==> src/rtl/demux_1t8_32_buf_pkg.sv <==
// Package shared by the 1-to-8 32-bit buffered demultiplexer.
// Holds the datapath width, the lane count and the lane-select width.
package demux_1t8_32_buf_pkg;

    localparam int unsigned ALU_WIDTH   = 32;
    localparam int unsigned DEMUX_LANES = 8;
    localparam int unsigned DEMUX_SEL_W = 3;

endpackage : demux_1t8_32_buf_pkg

==> src/rtl/demux_lane_32.sv <==
// One-entry output buffer for a single demux lane.
// Ports:
//   clk   - rising-edge clock
//   rst   - asynchronous active-high reset (clears data and valid)
//   load  - store d this cycle (already qualified by the accept and the lane decode)
//   d     - incoming data word
//   ready - consumer takes the held word this cycle
//   q     - held data word (registered, not cleared on drain)
//   valid - buffer holds a word
module demux_lane_32
    import demux_1t8_32_buf_pkg::*;
#(
    parameter int unsigned WIDTH = ALU_WIDTH
) (
    input  logic             clk,
    input  logic             rst,
    input  logic             load,
    input  logic [WIDTH-1:0] d,
    input  logic             ready,
    output logic [WIDTH-1:0] q,
    output logic             valid
);

    logic [WIDTH-1:0] data_q, data_d;
    logic             valid_q, valid_d;

    // A load takes priority over a drain: the drained word leaves and the
    // new word lands in the same cycle, so valid stays set.
    always_comb begin
        data_d  = data_q;
        valid_d = valid_q;
        if (load) begin
            data_d  = d;
            valid_d = 1'b1;
        end else if (valid_q && ready) begin
            valid_d = 1'b0;
        end
    end

    always_ff @(posedge clk or posedge rst) begin
        if (rst) begin
            data_q  <= '0;
            valid_q <= 1'b0;
        end else begin
            data_q  <= data_d;
            valid_q <= valid_d;
        end
    end

    assign q     = data_q;
    assign valid = valid_q;

endmodule : demux_lane_32

==> src/rtl/demux_1t8_32_buf.sv <==
// Registered 1-to-8 32-bit demultiplexer with a one-entry buffer per lane.
// Ports:
//   clk, rst          - clock and asynchronous active-high reset
//   x, sel, in_valid  - producer word, destination lane and valid
//   in_ready          - combinational: the lane addressed by sel can take a word
//   q0..q7            - registered lane data
//   out_valid         - bit i set while lane i holds a word
//   out_ready         - bit i: consumer i takes lane i this cycle
//   busy              - any lane holds a word
module demux_1t8_32_buf
    import demux_1t8_32_buf_pkg::*;
#(
    parameter int unsigned WIDTH = ALU_WIDTH,
    parameter int unsigned LANES = DEMUX_LANES
) (
    input  logic                   clk,
    input  logic                   rst,
    input  logic [WIDTH-1:0]       x,
    input  logic [DEMUX_SEL_W-1:0] sel,
    input  logic                   in_valid,
    output logic                   in_ready,
    output logic [WIDTH-1:0]       q0,
    output logic [WIDTH-1:0]       q1,
    output logic [WIDTH-1:0]       q2,
    output logic [WIDTH-1:0]       q3,
    output logic [WIDTH-1:0]       q4,
    output logic [WIDTH-1:0]       q5,
    output logic [WIDTH-1:0]       q6,
    output logic [WIDTH-1:0]       q7,
    output logic [LANES-1:0]       out_valid,
    input  logic [LANES-1:0]       out_ready,
    output logic                   busy
);

    logic             acc;
    logic [LANES-1:0] load_vec;
    logic [WIDTH-1:0] lane_q [LANES];

    // Readiness only looks at the addressed lane; a full lane draining this
    // cycle still accepts (pass-through).
    assign in_ready = !out_valid[sel] || out_ready[sel];
    assign acc      = in_valid && in_ready;

    always_comb begin
        load_vec = '0;
        for (int unsigned i = 0; i < LANES; i++) begin
            load_vec[i] = acc && (sel == DEMUX_SEL_W'(i));
        end
    end

    for (genvar i = 0; i < LANES; i++) begin : g_lane
        demux_lane_32 #(.WIDTH(WIDTH)) u_lane (
            .clk   (clk),
            .rst   (rst),
            .load  (load_vec[i]),
            .d     (x),
            .ready (out_ready[i]),
            .q     (lane_q[i]),
            .valid (out_valid[i])
        );
    end

    assign busy = |out_valid;

    assign q0 = lane_q[0];
    assign q1 = lane_q[1];
    assign q2 = lane_q[2];
    assign q3 = lane_q[3];
    assign q4 = lane_q[4];
    assign q5 = lane_q[5];
    assign q6 = lane_q[6];
    assign q7 = lane_q[7];

endmodule : demux_1t8_32_buf
==> config.mk <==
export PLATFORM = sky130hd
export DESIGN_NAME = demux_1t8_32_buf
export DESIGN_NICKNAME = d
export VERILOG_FILES = /design/src/rtl/demux_1t8_32_buf_pkg.sv /design/src/rtl/demux_lane_32.sv /design/src/rtl/demux_1t8_32_buf.sv
export SDC_FILE = /design/constraint.sdc
export NUM_CORES = 1
export LEC_CHECK = 0
export BUFFER_PORTS_ARGS = -buffer_cell sky130_fd_sc_hd__buf_2
export CORE_MARGIN = 1
export CORE_UTILIZATION = 25
export DETAILED_ROUTE_END_ITERATION = 7
export GPL_TIMING_DRIVEN = 0
export PLACE_DENSITY = 0.5
export SLEW_MARGIN = 20
export SYNTH_ARGS = -nofsm -noshare
export SYNTH_HDL_FRONTEND = slang
export SYNTH_SLANG_ARGS = --single-unit
==> constraint.sdc <==
create_clock -name clk -period 8.2 [get_ports clk]
set_input_delay 0.82 -clock clk [delete_from_list [all_inputs] [get_ports clk]]
set_output_delay 0.82 -clock clk [all_outputs]
set_load 0.1 [all_outputs]
======== Word-level counts from Yosys, hierarchy flattened ========
Index checks and enable logic that the tools add are counted.
word-level totals
  flip-flop bits (word level) ............. 264
  input bits .............................. 46
  output and inout port bits .............. 266
  word-level logic and storage cells ...... 73
cells by class
  $lt $le $gt $ge ......................... 1
  equal/unequal tests ..................... 7
  mux-type cells .......................... 20
  reductions and logical operators ........ 29
operator list
  operator                                                     count
  2-to-1 mux 1 bit                                             18
  logical AND 1 bit                                            17
  nonzero test 2 bit                                           8
  == test 3 bit (second input constant)                        4
  OR reduction 8 bit                                           1
  binary-select mux 1 bit (select 3 bit)                       2
  == test 3 x 2 -> 1 bit (second input constant)               2
  less-than comparator 3 x 4 -> 1 bit (second input constant)  1
  == test 3 x 1 -> 1 bit (second input constant)               1
  zero test 3 bit                                              1
  zero test 1 bit                                              1
  logical OR 1 bit                                             1

======== Logic depth before layout (Yosys ltp) ========
  depth after elaboration ................. 7
  depth in mapped cells ................... 6
  mapped depth without buffers ............ 3

======== Hierarchy ========
From an unflattened synthesis, not the netlist that was laid out.
unflattened totals
  cell total of the unflattened synthesis .. 612
  area total of the unflattened synthesis .. 11,339.6 sq um
modules (own cells, without submodules)
  module            times used  cells each  area each (sq um)  sequential area each (sq um)
  demux_lane_32     8           72          1,381.3            825.8
  demux_1t8_32_buf  1           36          289.0              0.0

======== Worst setup path after synthesis ========
No wires, ideal clock.
  kind .................................... input port to output port
  start point ............................. input port out_ready[3]
  end point ............................... output port in_ready
  arrival time ............................ 1,973 ps
  required time ........................... 7,380 ps
  path slack .............................. 5,407 ps
  stages .................................. 3
  path buffers ............................ 0
  cells stage by stage .................... nand2b_1 > mux4_1 > mux2_2
on the way
  longest elaborated chain between the ends .. 3
RTL lines
  what                                    RTL line                RTL
  start: declaration                      demux_1t8_32_buf.sv:31  input logic [LANES-1:0] out_ready,
  binary-select mux 1 bit (select 3 bit)  demux_1t8_32_buf.sv:41  assign in_ready = !out_valid[sel] || out_ready[sel];
  2-to-1 mux 1 bit (not written as such)  demux_1t8_32_buf.sv:41
  logical OR 1 bit                        demux_1t8_32_buf.sv:41
  end: declaration                        demux_1t8_32_buf.sv:21  output logic in_ready,
Every way passes these cells. The select of a mux whose other input is x is not followed.

======== Final worst setup path ========
Ends and elaborated chain as after synthesis.

==> results.md <==
- Outcome: finished clean
- Die area: 0.0419 mm^2
- Hold-fix buffer count after cts: 0
- Family with the most delay on the worst path: multiplexers
- HP Class: in2async
- Iteration count of the initial detailed-routing pass: 4
- Clock Pin Slew Worst Setup and Hold Paths: 0.06 ns
- Remaining global-route overflow: 0
- Gpl congestion: 0.728
- Number of max-cap violations: 0
- Unrepaired setup endpoints after global routing: no
- CP max stage cell: mux4_1
- Initial Util: 25.6%
- CTS sink cnt: 264
- Total global-route track usage: 14.0%
- Synth warnings: 0
- Area Overhead vs Synth: 31.7%
- CTS max path bufs: 3
- CTS Root Cell: clkbuf_16
- Crit path buffers/inverters: 2
- Nets: 986
- # IOs: 312
- Fmax: 0.329 GHz
- First-pass GRT wire length: 43,800 um
- Final antenna-violating net count: 0
- Routed vias: 6,293
- Initial DRC Count: 211
- Vias in the first global route: 6,627
- Yosys reg bits: 264
- Share of layout cells above drive strength 1: 68.7%
- Dpl ws: 5.14 ns
- Syn Nets: 642
- Core area: 0.0402 mm^2
- Period utilization: 37.1%
- Total CTS buffers: 30
- Synth unique cells: 25
- Worst slew margin relative to its limit: 60.3%
- Worst path max stage delay: 0.52 ns
- I/O Buffers: 310
- CTS tree: built
- Height of the die: 205 um
- Worst Path Arrival: 2.22 ns
- Post-CTS Repair Setup Buffers: 0
- Crit. path cell count: 5
- Critical path class: in2out
- DR vias/cell: 4.22
- Crit-path cells: buf_2, nand2b_1, mux4_1, mux2_2, buf_2
- Fin area: 0.0135 mm^2
- Post-CTS Resized: 0
- Largest net degree at the start of global routing: 100
- Routed Wire Length: 29,400 um
- CP Max Fanout: 3
- Final setup fails: 0
- R2r worst-path depth: 4
- Final-layout fill cell count: 4,040
- Pins over their slew limit: 0
- Drt drc: 0
- Wire length per cell: 19.7 um
- Post-synthesis average cell area: 17.3 um^2
- Mapped Area: 0.0103 mm^2
- Post-layout minimum cycle time: 3.04 ns
- Worst-Margin Slew: 0.595 ns
- Initial antenna violation count: 5
- Final hold violations: 0
- H-tree depth: 1
- Register area share after synthesis: 64.2%
- Chip width: 205 um
- DP HPWL: 20,200 um
- Worst endpoint required time: 7.38 ns
- Critical path's most frequent cell: buf_2
- Cells after Synth: 596
- Final worst-path setup slack: 5.16 ns
- Startpoint types: input port
- Dpl cell area: 0.0126 mm^2
- FP Rows: 73
- CP endpoint kind: output port
- Clk_lat worst skew: 0.56 ns
- Skew final: 0.00756 ns
-- flip-flops by register name (all words and copies together) (netlist names) --
register and flops:
g_lane.u_lane.valid 8, g_lane.u_lane.q 256
-- layout by cell type, fill, tap and decap left out, drive strengths merged, types with 2 or more instances in the layout --
cell type  netlist  layout
mux4             2       2
clkinvlp         0       2
nand4            2       2
dfrtp          264     264
bufinv           0       2
and3             2       2
nand2b           8       8
nand2           11      11
nand3            4       4
nor4             2       2
nor2b            3       3
clkbuf           1      45
clkinv           0       8
mux2           257     257
buf             36     348
-- worst paths after layout --
kind / slack [ns] / from / end
max: 5.16 / out_ready[3] / in_ready
min: 0.35 / rst / g_lane[6].u_lane.q[19]
max reg2reg: 6.55 / g_lane[4].u_lane.valid / g_lane[4].u_lane.q[18]
min reg2reg: 0.49 / g_lane[3].u_lane.q[3] / g_lane[3].u_lane.q[3]
max in group asynchronous: 6.95 / rst / g_lane[2].u_lane.q[29]
min in group clk: 0.49 / g_lane[3].u_lane.q[3] / g_lane[3].u_lane.q[3]
-- cells in the mapped netlist, drive strengths merged --
library cell | n | area, um^2
and2 | 1 | 6.26
and2b | 1 | 10.0
and3 | 2 | 12.5
buf | 36 | 320
clkbuf | 1 | 5.00
dfrtp | 264 | 6610
inv | 1 | 3.75
mux2 | 257 | 3070
mux4 | 2 | 48.8
nand2 | 11 | 41.3
nand2b | 8 | 57.6
nand3 | 4 | 40.0
nand4 | 2 | 27.5
nor2 | 1 | 3.75
nor2b | 3 | 21.3
nor4 | 2 | 12.5
-- through the flow --
step | hold WS (ns) | TNS (ns) | utilization, % | instances
floorplan | 0.496 | 0 | - | 596
global placement | 0.469 | -897.11 | 31.1 | 1431
CTS | 0.344 | 0 | 33.7 | 1489
global route | 0.373 | 0 | 33.7 | 1489
finish | 0.348 | 0 | 33.7 | 1490
detailed placement | 0.475 | 0 | 31.2 | 1433
-- metal layers --
metal  global-route usage [%]  vias up  share of wire [%]
li1                         -     2802                  -
met1                     17.9     3233                 43
met2                     22.0      206                 46
met3                     4.95       46                8.1
met4                     3.92        6                2.7
met5                        0        -               0.15
-- kinds of logic (layout without fill, tap and decap cells) --
group,after synthesis,count (layout),synth area share (%)
flip-flops,264,264,64.2
multiplexers,259,259,30.3
buffers and inverters,38,406,3.20
AND/OR/NAND/NOR,35,35,2.26
other,0,1,0
-- area by class of cell --
cell class | instances | area, um^2 | area share, %
tap | 525 | 657 | 4.85
buffer | 37 | 325 | 2.40
sequential | 264 | 6610 | 48.8
timing repair buffer | 312 | 1610 | 11.9
multi-input combinational | 294 | 3350 | 24.7
antenna | 1 | 2.50 | 0.0185
clock inverter | 12 | 115 | 0.850
clock buffer | 44 | 875 | 6.46
inverter | 1 | 11.3 | 0.0831
Power is not shown: default switching activity piles up to over one toggle a cycle in this logic, so the estimate is an artifact.
